$ cat src/rtl/mux_pkg.sv
// Shared helpers for the one-hot mux pipeline: index width rule and one-hot decode.
// All functions take a select zero-extended to MAX_INPUTS bits.
package mux_pkg;

    localparam int MAX_INPUTS    = 32;
    localparam int MAX_IDX_WIDTH = 5;

    // Encoded index width; a 2-input mux still needs one bit.
    function automatic int idx_width(input int n);
        return (n <= 2) ? 1 : $clog2(n);
    endfunction

    function automatic logic onehot_legal(input logic [MAX_INPUTS-1:0] sel);
        int cnt;
        cnt = 0;
        for (int i = 0; i < MAX_INPUTS; i++) begin
            cnt += int'(sel[i]);
        end
        return (cnt == 1);
    endfunction

    function automatic logic [MAX_IDX_WIDTH-1:0] onehot_to_idx(input logic [MAX_INPUTS-1:0] sel);
        logic [MAX_IDX_WIDTH-1:0] idx;
        idx = '0;
        if (onehot_legal(sel)) begin
            for (int i = 0; i < MAX_INPUTS; i++) begin
                if (sel[i]) begin
                    idx = MAX_IDX_WIDTH'(i);
                end
            end
        end
        return idx;
    endfunction

    function automatic logic [7:0] sat_inc8(input logic [7:0] v);
        return (v == 8'hFF) ? v : v + 8'd1;
    endfunction

endpackage

$ cat src/rtl/onehot_sel.sv
// Combinational one-hot selector: AND-OR data select, binary index and legality bit.
// Multi-hot selects OR channels together; the caller drops them via the legal bit.
module onehot_sel
    import mux_pkg::*;
#(
    parameter int DATA_WIDTH = 32,
    parameter int NUM_INPUTS = 5,
    parameter int IDX_WIDTH  = 3
) (
    input  logic [NUM_INPUTS*DATA_WIDTH-1:0] words,
    input  logic [NUM_INPUTS-1:0]            select,
    output logic [DATA_WIDTH-1:0]            data,
    output logic [IDX_WIDTH-1:0]             idx,
    output logic                             legal
);

    logic [MAX_INPUTS-1:0]    sel_ext;
    logic [MAX_IDX_WIDTH-1:0] idx_full;

    assign sel_ext  = MAX_INPUTS'(select);
    assign idx_full = onehot_to_idx(sel_ext);
    assign idx      = idx_full[IDX_WIDTH-1:0];
    assign legal    = onehot_legal(sel_ext);

    always_comb begin
        data = '0;
        for (int k = 0; k < NUM_INPUTS; k++) begin
            data = data | (words[k*DATA_WIDTH +: DATA_WIDTH] & {DATA_WIDTH{select[k]}});
        end
    end

endmodule

$ cat src/rtl/onehot_mux_pipe.sv
// One-hot selected N-input mux, registered output, 2-entry skid; 1-cycle latency.
// Back-pressure: oReady is the registered skid-empty flag, no path from iReady.
module onehot_mux_pipe
    import mux_pkg::*;
#(
    parameter int DATA_WIDTH    = 32,
    parameter int NUM_INPUTS    = 5,
    parameter int IDX_WIDTH     = idx_width(NUM_INPUTS),
    parameter int ERR_CNT_WIDTH = 8
) (
    input  logic                             clk,
    input  logic                             rst,
    input  logic [NUM_INPUTS*DATA_WIDTH-1:0] iData,
    input  logic [NUM_INPUTS-1:0]            select,
    input  logic                             iValid,
    output logic                             oReady,
    output logic [DATA_WIDTH-1:0]            oData,
    output logic [IDX_WIDTH-1:0]             oSelIdx,
    output logic                             oValid,
    input  logic                             iReady,
    input  logic                             iErrClr,
    output logic                             oErr,
    output logic [ERR_CNT_WIDTH-1:0]         errCount
);

    logic [DATA_WIDTH-1:0] sel_data;
    logic [IDX_WIDTH-1:0]  sel_idx;
    logic                  sel_legal;

    logic                  skid_vld;
    logic [DATA_WIDTH-1:0] skid_dat;
    logic [IDX_WIDTH-1:0]  skid_idx;

    logic in_fire;
    logic legal_fire;
    logic illegal_fire;
    logic out_free;

    onehot_sel #(
        .DATA_WIDTH (DATA_WIDTH),
        .NUM_INPUTS (NUM_INPUTS),
        .IDX_WIDTH  (IDX_WIDTH)
    ) u_sel (
        .words  (iData),
        .select (select),
        .data   (sel_data),
        .idx    (sel_idx),
        .legal  (sel_legal)
    );

    assign oReady       = !skid_vld;
    assign in_fire      = iValid && oReady;
    assign legal_fire   = in_fire && sel_legal;
    assign illegal_fire = in_fire && !sel_legal;
    // Output register may take new data when it is empty or leaving this cycle.
    assign out_free     = !oValid || iReady;

    always_ff @(posedge clk) begin
        if (rst) begin
            oValid   <= 1'b0;
            oData    <= '0;
            oSelIdx  <= '0;
            skid_vld <= 1'b0;
            skid_dat <= '0;
            skid_idx <= '0;
        end else if (out_free) begin
            if (skid_vld) begin
                oValid   <= 1'b1;
                oData    <= skid_dat;
                oSelIdx  <= skid_idx;
                skid_vld <= 1'b0;
            end else if (legal_fire) begin
                oValid  <= 1'b1;
                oData   <= sel_data;
                oSelIdx <= sel_idx;
            end else begin
                oValid <= 1'b0;
            end
        end else if (legal_fire) begin
            skid_vld <= 1'b1;
            skid_dat <= sel_data;
            skid_idx <= sel_idx;
        end
    end

    // A clear coinciding with an illegal accept leaves exactly that one error recorded.
    always_ff @(posedge clk) begin
        if (rst) begin
            oErr     <= 1'b0;
            errCount <= '0;
        end else if (iErrClr) begin
            oErr     <= illegal_fire;
            errCount <= ERR_CNT_WIDTH'(illegal_fire);
        end else if (illegal_fire) begin
            oErr <= 1'b1;
            if (errCount != {ERR_CNT_WIDTH{1'b1}}) begin
                errCount <= errCount + 1'b1;
            end
        end
    end

endmodule

$ cat config.mk
export PLATFORM = sky130hd
export DESIGN_NAME = onehot_mux_pipe
export DESIGN_NICKNAME = d
export VERILOG_FILES = /design/src/rtl/mux_pkg.sv /design/src/rtl/onehot_sel.sv /design/src/rtl/onehot_mux_pipe.sv
export SDC_FILE = /design/constraint.sdc
export NUM_CORES = 1
export LEC_CHECK = 0
export ABC_AREA = 1
export CORE_MARGIN = 1.5
export CORE_UTILIZATION = 47
export CTS_CLUSTER_DIAMETER = 120
export DETAILED_ROUTE_END_ITERATION = 8
export GPL_ROUTABILITY_DRIVEN = 0
export GPL_TIMING_DRIVEN = 0
export PLACE_DENSITY = 0.88
export SLEW_MARGIN = 20
export SYNTH_ARGS = -nofsm -noshare
export SYNTH_HDL_FRONTEND = slang
export SYNTH_SLANG_ARGS = --single-unit
$ cat constraint.sdc
create_clock -name clk -period 4.45 [get_ports clk]
set_input_delay 0.89 -clock clk [delete_from_list [all_inputs] [get_ports clk]]
set_output_delay 0.89 -clock clk [all_outputs]
set_load 0.03 [all_outputs]
==> results.json, run 1 <==
{
  "layout.nets": 1281,
  "num_antenna_cells": 0,
  "cts_resized": 0,
  "dieWidth_um": 106,
  "antenna_left": 0,
  "synthCells": 882,
  "setup_viol": 0,
  "cts_hold_buf": 0,
  "intPower_mw": 1.43,
  "overflow": 0,
  "area_growth_pct": 50.2,
  "yosysTopAreaCell": "dfxtp_1",
  "peakVddDrop_uv": 194,
  "numPortBuffers": 213,
  "cts_setup_buffers": 0,
  "grt_first_pass_wirelength_um": 27300,
  "syn-cell-area_um2": 5020,
  "synth-edff-count": 0,
  "crit_path_end_kind": "flop",
  "vias": 6169,
  "cts_made_buffers": 9,
  "hold_ws_ns": 0.456,
  "crit_buf_inv": 6,
  "antenna_found_initial": 0,
  "finClkSkew_ns": 0.00828,
  "synth_area_leaders": "dfxtp_1 (32%), nand2_1 (25%), nor2_1 (13%)",
  "seq_area_um2": 1620,
  "wl_per_cell_um": 13.3,
  "ys_ff_latch": 81,
  "p_leak_nw": 3.41,
  "critical-path-top-delay-family": "adder cells",
  "status": "completed",
  "crit_required_ns": 4.71,
  "initialDrtViolationCount": 443,
  "pre_cts_slack_ns": 0.222,
  "fin_ws_ns": 0.499,
  "slowest_stage": "clkdlybuf4s50_1",
  "clock_sinks": 81,
  "slew_viol_final": 0,
  "hold_viol_final": 0,
  "synthArstFlopShare_pct": 0,
  "max_freq_mhz": 253,
  "cp-start-kind": "input port",
  "drive_gt1_share_pct": 4.77,
  "cp_data_arrival_time_ns": 4.21,
  "finalPower_mw": 2.11,
  "die_h_um": 106,
  "clk_pin_slew_ns": 0.09,
  "worst_slew_pin_slew_ns": 0.585,
  "powerDensity_nw_per_um2": 280,
  "switching_share_pct": 32.4,
  "worstPathCellList": "clkdlybuf4s50_1 -> ha_1 -> inv_1 -> fa_1 -> inv_1 -> ha_1 -> fa_1 -> inv_2 -> nand3_2 -> inv_2 -> nand3_4 -> clkbuf_1 -> nor3_1 -> nor2_1",
  "final_cell_mix": "nand2_1 (337), clkdlybuf4s50_1 (213), nor2_1 (180)",
  "syn_area_per_cell_um2": 5.70,
  "routed_wl_um": 16600,
  "cts-root-buf": "clkbuf_8",
  "drc_errors": 0,
  "io_pins": 216,
  "core_um2": 10400,
  "combPwrFrac_pct": 33.2,
  "ys_types": 26,
  "switchingPower_uw": 684,
  "tns_ns": 0,
  "mostFrequentLayoutCell": "nand2_1",
  "multi_input_area_um2": 2930,
  "grt_start_max_net_pins": 14,
  "start_util_pct": 48.4,
  "dr.pass1.iters": 5,
  "fin_crit_sh_pct": 88.8,
  "worstSetupPathType": "input port to flop",
  "row_count": 37,
  "fin_crit_ns": 3.95,
  "die_area_um2": 11300,
  "avgViaCountPerCell": 4.95,
  "clock_latency_ns": 0.36,
  "synth_nets": 1057,
  "ys.flop_type": "dfxtp_1",
  "clock_path_buffers": 2,
  "seq_power_share_pct": 37.8,
  "rsz0062_at_grt": "no",
  "slowest_delay_ns": 0.57,
  "relSlewSlack_pct": 61.0,
  "worstHoldPathType": "flop to flop",
  "final_core_util_pct": 72.8,
  "ys_warn_count": 0,
  "synth_top_cell_area_share_pct": 32.3,
  "maxCapViolCount": 0,
  "worstPathMaxFanout": 10,
  "clockPowerShare_pct": 29.0,
  "ys_seq_area_share_pct": 32.3,
  "hpwl_um": 12500,
  "first_global_vias": 5882,
  "track_usage_pct": 30.1,
  "fillCellCount": 897,
  "cts_tree": "done",
  "cts_htree_levels": 3
}
[logic make-up after synthesis]
family,Yosys count,share of synthesized area [%]
compound gates,52,5.18
flops,81,32.3
fa+ha+maj,5,1.54
buf+inv,109,9.39
xor+xnor,2,0.349
simple gates,633,51.3
[cells in the mapped netlist, types with 4 or more instances]
cell	count
nor3_1	33
inv_2	4
nand3_1	75
a21oi_1	12
nor2_1	180
clkbuf_1	18
buf_6	4
o21ai_0	36
nand2_1	337
inv_1	55
o21ai_1	4
dfxtp_1	81
buf_2	23
[flip-flops by register name, indices dropped and copies added (netlist names)]
name and count:
errCount 8, oSelIdx 3, skid_idx 3, oData 32, skid_vld 1, oValid 1
oErr 1, skid_dat 32
[worst register-to-register path, stage by stage, from the launching register on]
cell	delay, ns
dfxtp_1	0.34
inv_1	0.04
nor2_1	0.24
nand3_4	0.19
clkbuf_1	0.32
nor3_1	0.26
nor2_1	0.08
[power by group through the flow]
stage	registers [mW]	clock network, mW	logic [mW]
after floorplan	0.906	0	0.283
after global placement	0.813	0	0.683
after detailed placement	0.815	0	0.693
after CTS	0.798	0.608	0.697
after global routing	0.803	0.633	0.772
final	0.798	0.613	0.700
[metal layers]
layer / share of wire (%) / GRT usage (%) / vias up
met1: 44 / 38.0 / 2757
met5: 0 / 0 / -
met3: 7.0 / 5.70 / 30
met4: 2.0 / 9.17 / 0
met2: 47 / 51.7 / 206
li1: - / - / 3176
[final timing paths]
kind | startpoint | to | slack [ns] | cells past startpoint
hold reg to reg | skid_idx[2] | skid_idx[2] | 0.46 | 2
setup reg to reg | oValid | skid_dat[30] | 2.87 | 6
setup / recovery | select[0] | skid_dat[30] | 0.50 | 14
hold / removal | skid_idx[2] | skid_idx[2] | 0.46 | 2
[through the flow]
step | instance area, um2 | instances
CTS | 7550 | 1247
detailed placement | 7330 | 1231
global placement | 7330 | 1231
finish | 7550 | 1247
floorplan | 5020 | 882
global route | 7550 | 1247
[final cells by class]
cell class | count | share of cell area, %
Clock buffer | 12 | 1.92
Sequential cell | 81 | 21.5
Buffer | 49 | 3.27
Clock inverter | 4 | 1.01
Tap cell | 136 | 2.25
Timing Repair Buffer | 213 | 28.2
Inverter | 60 | 2.98
Multi-Input combinational cell | 692 | 38.8
Note: power is estimated with default switching activity, not from simulation.
==> run 2, diff against run 1 <==
--- a/config.mk
+++ b/config.mk
@@ -13,7 +13,7 @@
 export GPL_ROUTABILITY_DRIVEN = 0
 export GPL_TIMING_DRIVEN = 0
 export PLACE_DENSITY = 0.88
-export SLEW_MARGIN = 20
+export SLEW_MARGIN = 10
 export SYNTH_ARGS = -nofsm -noshare
 export SYNTH_HDL_FRONTEND = slang
 export SYNTH_SLANG_ARGS = --single-unit
==> results of run 2 <==
Same layout as run 1: the final DEF is identical, and so are final timing and power.
